`src/rtl/probe_detector_mc.sv`:
```
// Multi-channel probe detector: fires trigger pulses, waits a settle time, then
// counts high probe samples per channel over AVER_TIME periods.
module probe_detector_mc #(
  parameter int NUM_CH       = 4,
  parameter int CNT_WIDTH    = 14,
  parameter int DATA_WIDTH   = 32,
  parameter int ADDR_WIDTH   = 4,
  parameter int SETTLE_CYC   = 2,
  parameter int AVER_DEFAULT = 10000,
  parameter int SW_WIDTH     = 4
) (
  input  logic                  shifting_clk,
  input  logic                  shifting_rst,
  input  logic                  native_en,
  input  logic                  native_wr,
  input  logic [ADDR_WIDTH-1:0] native_addr,
  input  logic [DATA_WIDTH-1:0] native_data_in,
  output logic [DATA_WIDTH-1:0] native_data_out,
  output logic                  native_ready,
  input  logic [NUM_CH-1:0]     probe_in,
  output logic                  trigger_out,
  output logic [SW_WIDTH-1:0]   sw,
  output logic                  done_irq
);

  // state  | meaning
  // IDLE   | waiting for start, or for cont to be set
  // LOAD   | first trigger of a run; clear accumulators, load sample count
  // TRIG   | trigger for every later sample of the run
  // SETTLE | wait SETTLE_CYC cycles for the device to respond
  // SAMPLE | add synchronised probe levels into the accumulators
  // LATCH  | copy accumulators to RESULT, raise new_data and done_irq
  typedef enum logic [2:0] {
    ST_IDLE, ST_LOAD, ST_TRIG, ST_SETTLE, ST_SAMPLE, ST_LATCH
  } state_t;

  localparam int SET_W = $clog2(SETTLE_CYC + 1);
  localparam logic [ADDR_WIDTH-1:0] A_CTRL   = ADDR_WIDTH'(0);
  localparam logic [ADDR_WIDTH-1:0] A_STATUS = ADDR_WIDTH'(1);
  localparam logic [ADDR_WIDTH-1:0] A_AVER   = ADDR_WIDTH'(2);
  localparam logic [ADDR_WIDTH-1:0] A_SW     = ADDR_WIDTH'(3);

  state_t state, state_next;
  logic cont, new_data, busy;
  logic wr_ctrl, start_req, abort_req, rd_status;
  logic [CNT_WIDTH-1:0]  aver_time, remaining;
  logic [SET_W-1:0]      settle_cnt;
  logic [CNT_WIDTH-1:0]  acc    [NUM_CH];
  logic [CNT_WIDTH-1:0]  result [NUM_CH];
  logic [DATA_WIDTH-1:0] rd_data;
  logic                  unused_data;

  (* ASYNC_REG = "TRUE" *) logic [NUM_CH-1:0] sync_q1;
  (* ASYNC_REG = "TRUE" *) logic [NUM_CH-1:0] sync_q2;

  assign busy        = (state != ST_IDLE);
  assign wr_ctrl     = native_en & native_wr & (native_addr == A_CTRL);
  assign start_req   = wr_ctrl & native_data_in[0];
  assign abort_req   = wr_ctrl & native_data_in[2];
  assign rd_status   = native_en & ~native_wr & (native_addr == A_STATUS);
  assign unused_data = ^native_data_in;

  always_ff @(posedge shifting_clk) begin
    if (shifting_rst) begin
      sync_q1 <= '0;
      sync_q2 <= '0;
    end else begin
      sync_q1 <= probe_in;
      sync_q2 <= sync_q1;
    end
  end

  always_comb begin
    state_next = state;
    case (state)
      ST_IDLE:   if (start_req || cont) state_next = ST_LOAD;
      ST_LOAD:   state_next = ST_SETTLE;
      ST_TRIG:   state_next = ST_SETTLE;
      ST_SETTLE: if (settle_cnt == SET_W'(1)) state_next = ST_SAMPLE;
      ST_SAMPLE: state_next = (remaining == CNT_WIDTH'(1)) ? ST_LATCH : ST_TRIG;
      ST_LATCH:  state_next = cont ? ST_LOAD : ST_IDLE;
      default:   state_next = ST_IDLE;
    endcase
    // abort outranks everything, including a start in the same write
    if (abort_req) state_next = ST_IDLE;
  end

  always_ff @(posedge shifting_clk) begin
    if (shifting_rst) begin
      state       <= ST_IDLE;
      trigger_out <= 1'b0;
      done_irq    <= 1'b0;
      remaining   <= '0;
      settle_cnt  <= '0;
      for (int k = 0; k < NUM_CH; k++) begin
        acc[k]    <= '0;
        result[k] <= '0;
      end
    end else begin
      state       <= state_next;
      trigger_out <= (state_next == ST_LOAD) || (state_next == ST_TRIG);
      done_irq    <= (state_next == ST_LATCH);
      case (state)
        ST_LOAD: begin
          for (int k = 0; k < NUM_CH; k++) acc[k] <= '0;
          remaining  <= (aver_time == '0) ? CNT_WIDTH'(1) : aver_time;
          settle_cnt <= SET_W'(SETTLE_CYC);
        end
        ST_TRIG:   settle_cnt <= SET_W'(SETTLE_CYC);
        ST_SETTLE: settle_cnt <= settle_cnt - SET_W'(1);
        ST_SAMPLE: begin
          for (int k = 0; k < NUM_CH; k++) acc[k] <= acc[k] + CNT_WIDTH'(sync_q2[k]);
          remaining <= remaining - CNT_WIDTH'(1);
        end
        ST_LATCH: begin
          if (!abort_req) begin
            for (int k = 0; k < NUM_CH; k++) result[k] <= acc[k];
          end
        end
        default: ;
      endcase
    end
  end

  always_comb begin
    rd_data = '0;
    case (native_addr)
      A_CTRL:   rd_data = DATA_WIDTH'({cont, 1'b0});
      A_STATUS: rd_data = DATA_WIDTH'({new_data, busy});
      A_AVER:   rd_data = DATA_WIDTH'(aver_time);
      A_SW:     rd_data = DATA_WIDTH'(sw);
      default: begin
        for (int k = 0; k < NUM_CH; k++) begin
          if (native_addr == ADDR_WIDTH'(4 + k)) rd_data = DATA_WIDTH'(result[k]);
        end
      end
    endcase
  end

  always_ff @(posedge shifting_clk) begin
    if (shifting_rst) begin
      native_ready    <= 1'b0;
      native_data_out <= '0;
      sw              <= '0;
      cont            <= 1'b0;
      new_data        <= 1'b0;
      aver_time       <= CNT_WIDTH'(AVER_DEFAULT);
    end else begin
      native_ready    <= native_en;
      native_data_out <= (native_en && !native_wr) ? rd_data : '0;
      if (native_en && native_wr) begin
        case (native_addr)
          A_CTRL:  cont      <= native_data_in[1];
          A_AVER:  aver_time <= native_data_in[CNT_WIDTH-1:0];
          A_SW:    sw        <= native_data_in[SW_WIDTH-1:0];
          default: ;
        endcase
      end
      // a latch in the same cycle as a STATUS read keeps the flag set
      if (state == ST_LATCH && !abort_req) new_data <= 1'b1;
      else if (rd_status)                   new_data <= 1'b0;
    end
  end

endmodule

```
`config.mk`:
```
export PLATFORM = sky130hd
export DESIGN_NAME = probe_detector_mc
export DESIGN_NICKNAME = d
export VERILOG_FILES = /design/src/rtl/probe_detector_mc.sv
export SDC_FILE = /design/constraint.sdc
export NUM_CORES = 1
export LEC_CHECK = 0
export BUFFER_PORTS_ARGS = -buffer_cell sky130_fd_sc_hd__buf_2
export CORE_ASPECT_RATIO = 0.9
export CORE_MARGIN = 1
export CORE_UTILIZATION = 50
export CTS_CLUSTER_DIAMETER = 50
export DETAILED_ROUTE_END_ITERATION = 10
export PLACE_DENSITY_LB_ADDON = 0.2
export REMOVE_ABC_BUFFERS = 1
export SLEW_MARGIN = 20
export SYNTH_ARGS = -nofsm -noshare
export SYNTH_HDL_FRONTEND = slang
export SYNTH_SLANG_ARGS = --single-unit
```
`constraint.sdc`:
```
create_clock -name shifting_clk -period 2.9 [get_ports shifting_clk]
set_input_delay 0.29 -clock shifting_clk [delete_from_list [all_inputs] [get_ports shifting_clk]]
set_output_delay 0.29 -clock shifting_clk [all_outputs]
set_load 0.1 [all_outputs]
```
==> impl_metrics.tcl, run 1 <==
set metrics [dict create \
    place.gp.congestion 0.839 \
    layout_cells_excl_fill 1017 \
    synth-seq-area-share_pct 54.2 \
    cts.path.max_buffers 2 \
    setup.worst_path.end_class "flop" \
    die-area_um2 17100 \
    p_comb_share_pct 10.1 \
    skew_ns 0.0179 \
    cts_tree "yes" \
    routed_wl_um 18500 \
    critical_path_arrival_ns 2.15 \
    drtIter0Drc 586 \
    post_drt_via_cell_ratio 5.75 \
    rsz_0062_raised_after_global_routing "no" \
    final_setup_vio_count 0 \
    finalCriticalPeriod_ns 2.09 \
    clock_tree.root_cell "sky130_fd_sc_hd__clkbuf_16" \
    routed-via-count 5843 \
    routed_wire_length_per_instance_um 18.2 \
    leakage_nw 3.44 \
    post-route-period-util_pct 71.9 \
    clock_sink_count 176 \
    power_report.internal_total_w 0.00412 \
    sw_share_pct 27.0 \
    grt_pass1_wl_um 29500 \
    clock_tree.htree_level_count 4 \
    port-buffer-count 46 \
    final_hold_viol_count 0 \
    std_cell_rows 44 \
    vias_in_the_first_global_route 5373 \
    finalSetupTns_ns 0 \
    asyncSetResetFlopFracSynth_pct 0 \
    worst_slew_pin_slew_ns 0.770 \
    critical_path_class "reg2reg" \
    core-area_um2 16200 \
    synth_warnings 0 \
    seqPwrFrac_pct 50.1 \
    antenna_violations_before_repair 0 \
    synth.avg_cell_area_um2 10.9 \
    die_h_um 124 \
    pwr_density_cell_nw_per_um2 611 \
    initial_utilization_pct 51.3 \
    slew_viol_final 0 \
    post-cts-setup-buffers 0 \
    dominantRegCellSynth "sky130_fd_sc_hd__edfxtp_1" \
    share_of_cells_above_drive_strength_1_pct 18.4 \
    worstHoldPathType "in2reg" \
    num_io_pins 83 \
    area_growth_pct 11.1 \
    clk-insertion-delay-late_ns 0.45 \
    outcome "completed" \
    max-vdd-ir-drop_mv 0.461 \
    worst_setup_path_start_kind "flop" \
    dr.pass1.iters 5 \
    hpwl_reported_at_the_end_of_detailed_placement_um 12900 \
    critical_path.max_fanout 56 \
    count_of_placed_standard_cells_including_taps 985 \
    route.detailed.drc 0 \
    cts-hold-fix-buffers 0 \
    ys_types 61 \
    drtAntennaViolNets 0 \
    nNetsFinal 852 \
    cts_resized 0 \
    synth-edff-count 98 \
    insertedDiodeCount 0 \
    fp.dieW_um 138 \
    number_of_synthesized_register_bits 176 \
    fmax_mhz 479 \
    power_switching_w 0.00152 \
    grt_overall_usage_pct 23.0 \
    largest_net_degree_at_the_start_of_global_routing 58 \
    max_cap_viol_count 0 \
    timing.max_slew.rel_slack_pct 48.7 \
    clkTransAtPathRegs_ns 0.07 \
    pwr-share-clk_pct 39.8 \
    number_of_buffers_inserted_during_clock_tree_synthesis 17 \
    grt_remaining_overflow 0 \
    syn-instance-count 761 \
    required_ns 2.96 \
    syn_area_um2 8310 \
]
==> final timing paths <==
path | startpoint | to | slack, ns | depth (start not counted)
worst max-delay path | state[2]$_SDFF_PP0_ | result[1][8]$_SDFFCE_PN0P_ | 0.81 | 5
worst min-delay path | native_data_in[9] | aver_time[9]$_SDFFE_PP1P_ | 0.05 | 3
worst max register to register | state[2]$_SDFF_PP0_ | result[1][8]$_SDFFCE_PN0P_ | 0.81 | 5
worst min register to register | sync_q1[3]$_SDFF_PP0_ | sync_q2[3]$_SDFF_PP0_ | 0.44 | 1
==> logic make-up after synthesis <==
family	after synthesis	synth area share [%]
compound gates	95	7.33
buf+inv	75	4.86
xor+xnor	44	4.64
other cells	1	0.0451
mux	25	5.17
simple gates	334	22.1
fa+ha+maj	11	1.66
flops	176	54.2
==> cell type report <==
cell class	count	area [µm²]
well taps	207	259
flip-flops and latches	176	4500
repair buffers	63	370
clock inverters	15	151
clock buffers	17	425
fillers	1390	6960
multi-input cells	527	3470
inverters	12	45.0
==> synth_stat cells, types with 13 or more instances <==
master                     number  area share (%)
sky130_fd_sc_hd__and3_1        13            0.98
sky130_fd_sc_hd__mux4_2        14             3.8
sky130_fd_sc_hd__nand2_1       60             2.7
sky130_fd_sc_hd__clkbuf_1      24             1.1
sky130_fd_sc_hd__dfxtp_1       78              19
sky130_fd_sc_hd__and2_1        30             2.3
sky130_fd_sc_hd__a21oi_1       35             2.1
sky130_fd_sc_hd__edfxtp_1      98              35
sky130_fd_sc_hd__nor2_1        77             3.5
sky130_fd_sc_hd__nand3_1       27             1.6
sky130_fd_sc_hd__buf_2         13            0.78
sky130_fd_sc_hd__nand4_1       22             1.7
sky130_fd_sc_hd__buf_4         18             1.6
sky130_fd_sc_hd__and2_4        28             3.0
sky130_fd_sc_hd__a22oi_1       15             1.4
sky130_fd_sc_hd__nor3_1        15            0.90
sky130_fd_sc_hd__xor2_1        32             3.4
sky130_fd_sc_hd__o21ai_0       16            0.96
sky130_fd_sc_hd__nor2b_1       13            0.98
==> layer usage <==
layer / GRT usage [%] / vias to the layer above / routed length (µm)
met5: 0 / - / 0
met4: 7.61 / 0 / 333
met3: 4.84 / 29 / 1140
met2: 34.1 / 205 / 8430
met1: 33.3 / 2847 / 8550
li1: - / 2762 / -
==> power groups by stage <==
stage	Combinational (W)	Sequential, W	Clock, W
after detailed placement	0.000566	0.00288	0
after floorplan	0.000373	0.00289	0
after global routing	0.000618	0.00284	0.00238
after global placement	0.000552	0.00287	0
final	0.000570	0.00282	0.00225
after CTS	0.000569	0.00282	0.00228
==> per-stage QoR <==
step	cell area, µm²	worst slack (ns)	hold slack [ns]	power (W)	util [%]
6_report	9230	0.814	0.0481	0.00564	57.0
5_1_grt	9230	0.706	0.0484	0.00584	57.0
4_1_cts	9230	0.834	0.0431	0.00568	57.0
3_5_place_dp	8650	0.606	0.426	0.00344	53.4
3_3_place_gp	8650	0.619	0.428	0.00342	53.4
2_1_floorplan	8010	0.0348	0.359	0.00326	-
==> layout by cell type, fill, tap and decap left out, drive strengths merged, types with 3 or more instances in the layout <==
master,count
nor3,16
nor4,7
nand4,22
xor2,32
nand3,27
xnor2,12
and3,13
edfxtp,98
a211oi,3
or3,13
dfxtp,78
o22ai,6
clkbuf,17
mux2,3
o21ai,16
mux4,14
nand2,60
nor3b,3
nor2,77
ha,11
and2,58
a21oi,35
a22oi,15
clkinvlp,5
a21o,3
buf,63
nand3b,7
mux2i,8
nand2b,3
nor2b,13
conb,18
inv,18
clkinv,3
and4,7
==> worst max-delay path, stage by stage, from the launching register on <==
cell and delay (ns):
sky130_fd_sc_hd__dfxtp_1 0.33, sky130_fd_sc_hd__nor2b_1 0.30, sky130_fd_sc_hd__nand2_1 0.18, sky130_fd_sc_hd__a21oi_1 0.14
sky130_fd_sc_hd__or2_2 0.11, sky130_fd_sc_hd__buf_4 0.57
==> flip-flops by register name (all words and copies together) (netlist names) <==
name / cells
new_data: 1
trigger_out: 1
result: 56
state: 3
cont: 1
done_irq: 1
native_data_out: 14
sync_q2: 4
sync_q1: 4
acc: 56
aver_time: 14
remaining: 14
sw: 4
settle_cnt: 2
native_ready: 1
No activity file was read; power rests on OpenSTA's default activity.
==> run 2: changes to the inputs <==
- clock period: 2.9 -> 2.1 ns (I/O delays scaled with it)
==> impl_metrics.tcl, run 2 (same netlist as run 1, synthesis figures left out) <==
set metrics [dict create \
    outcome "completed" \
    num_io_pins 83 \
    critical-path-max-stage-delay_ns 0.49 \
    die-area_um2 17100 \
    cts.path.max_buffers 2 \
    layout.cells.most_common_list "sky130_fd_sc_hd__edfxtp_1, sky130_fd_sc_hd__dfxtp_1, sky130_fd_sc_hd__nor2_1" \
    grt_overall_usage_pct 23.6 \
    skew_ns 0.0131 \
    grt_pass1_wl_um 30800 \
    stdcell_area_um2 9400 \
    pwr_density_cell_nw_per_um2 819 \
    insertedDiodeCount 0 \
    layout_cells_excl_fill 1038 \
    place.gp.congestion 0.856 \
    rsz_0062_raised_after_global_routing "no" \
    critical_path.max_fanout 16 \
    hpwl_reported_at_the_end_of_detailed_placement_um 13300 \
    post_drt_via_cell_ratio 5.79 \
    timing.max_slew.rel_slack_pct 56.9 \
    rr_startpoint "state[2]$_SDFF_PP0_" \
    critical_path.cell_chain "nor3b_4 -> buf_4 -> nand4_1 -> or3_1 -> a21oi_1" \
    std_cell_rows 44 \
    worstHoldPathType "in2reg" \
    vias_in_the_first_global_route 5858 \
    clkTransAtPathRegs_ns 0.07 \
    wirelength_met1_um 8610 \
    share_of_cells_above_drive_strength_1_pct 19.9 \
    crit_path_start "state[2]$_SDFF_PP0_" \
    clk-insertion-delay-late_ns 0.43 \
    fp.dieW_um 138 \
    routed-via-count 6014 \
    drtIter0Drc 534 \
    post-route-period-util_pct 93.7 \
    routed_wire_length_per_instance_um 18.2 \
    leakage_nw 3.57 \
    fmax_mhz 508 \
    topRoutingLayerUsed "met4" \
    drtAntennaViolNets 0 \
    dr.pass1.iters 5 \
    critical_path_class "reg2reg" \
    antenna_violations_before_repair 0 \
    final_common_cell "sky130_fd_sc_hd__edfxtp_1" \
    path_delay_family "simple AND/OR/NAND/NOR gates" \
    worst_setup_path_start_kind "flop" \
    grt_remaining_overflow 0 \
    timing.hold.worst.start "probe_in[1]" \
    number_of_buffers_inserted_during_clock_tree_synthesis 17 \
    place_area_um2 8790 \
    final_hold_viol_count 0 \
    reg.largest.list "acc: 56 flops, result: 56 flops" \
    nNetsFinal 873 \
    clock_tree.htree_level_count 4 \
    finalCriticalPeriod_ns 1.97 \
    crit_slowest_cell "sky130_fd_sc_hd__dfxtp_1" \
    slew_viol_final 0 \
    max_cap_viol_count 0 \
    core-area_um2 16200 \
    largest_net_degree_at_the_start_of_global_routing 58 \
    initial_utilization_pct 51.3 \
    route.detailed.drc 0 \
    post-place-ws_ns 0.111 \
    setup.worst_path.end_class "flop" \
    clock_sink_count 176 \
    port-buffer-count 46 \
    cts_tree "yes" \
    required_ns 2.45 \
    area_growth_pct 13.2 \
    die_h_um 124 \
    finalWorstSetupSlack_ns 0.133 \
    count_of_placed_standard_cells_including_taps 1001 \
    worst_slew_pin_slew_ns 0.645 \
    routed_wl_um 18900 \
    worstPathBufferInverterCount 1 \
    max-vdd-ir-drop_mv 0.630 \
    met3WireLength_um 1340 \
    final_setup_vio_count 0 \
    clock_tree.root_cell "sky130_fd_sc_hd__clkbuf_16" \
    routed-wl-met2_um 8760 \
    critical_path_arrival_ns 2.32 \
]
[run 2: cell types whose count changed in the layout (fill, tap and decap cells not counted), moves of 2 or more]
cell	change
sky130_fd_sc_hd__buf_4	+14
sky130_fd_sc_hd__buf_12	+2
sky130_fd_sc_hd__clkinv_2	+2
sky130_fd_sc_hd__inv_4	+2
sky130_fd_sc_hd__dlygate4sd3_1	+5
sky130_fd_sc_hd__inv_8	-3
sky130_fd_sc_hd__clkinvlp_4	-3
[run 2: power breakdown]
group | total (W) | switching (W) | internal [W]
logic | 0.000833 | 0.000552 | 0.000281
registers | 0.00391 | 0.000132 | 0.00377
clock network | 0.00297 | 0.00137 | 0.00160
[run 2: per-layer routing]
layer | up-vias | track usage (%)
li1 | 2804 | -
met1 | 2919 | 33.6
met2 | 270 | 36.4
met3 | 21 | 5.25
met4 | 0 | 6.14
met5 | - | 0
[run 2: area by class of cell]
cell class	count	area (µm²)
multi-input combinational	527	3480
sequential	176	4500
tap	207	259
fill	1378	6780
inverter	12	45.0
clock buffer	18	450
timing repair buffer	84	566
clock inverter	14	104
[run 2: path summary, 6_finish.rpt]
kind / end / slack (ns) / depth (start not counted)
max reg2reg: acc[2][10]$_SDFFE_PP0P_ / 0.13 / 5
max: acc[2][10]$_SDFFE_PP0P_ / 0.13 / 5
min: sync_q1[1]$_SDFF_PP0_ / 0.02 / 2
min reg2reg: sync_q2[2]$_SDFF_PP0_ / 0.44 / 1
[run 2: what timing repair did]
item	CTS	global route
hold buffers	5	0
setup buffers	0	0
resized for setup	0	1
endpoints found under the setup margin	0	44
hold endpoints to repair	5	0
[run 2: stage by stage]
stage / TNS, ns / power (W) / util (%) / hold WS (ns)
after floorplan: -66.19 / 0.00450 / - / 0.279
after global placement: 0 / 0.00476 / 54.3 / 0.417
after detailed placement: 0 / 0.00479 / 54.3 / 0.426
after CTS: 0 / 0.00775 / 58.1 / 0.0141
after global routing: 0 / 0.00800 / 58.1 / 0.00969
final: 0 / 0.00770 / 58.1 / 0.0188
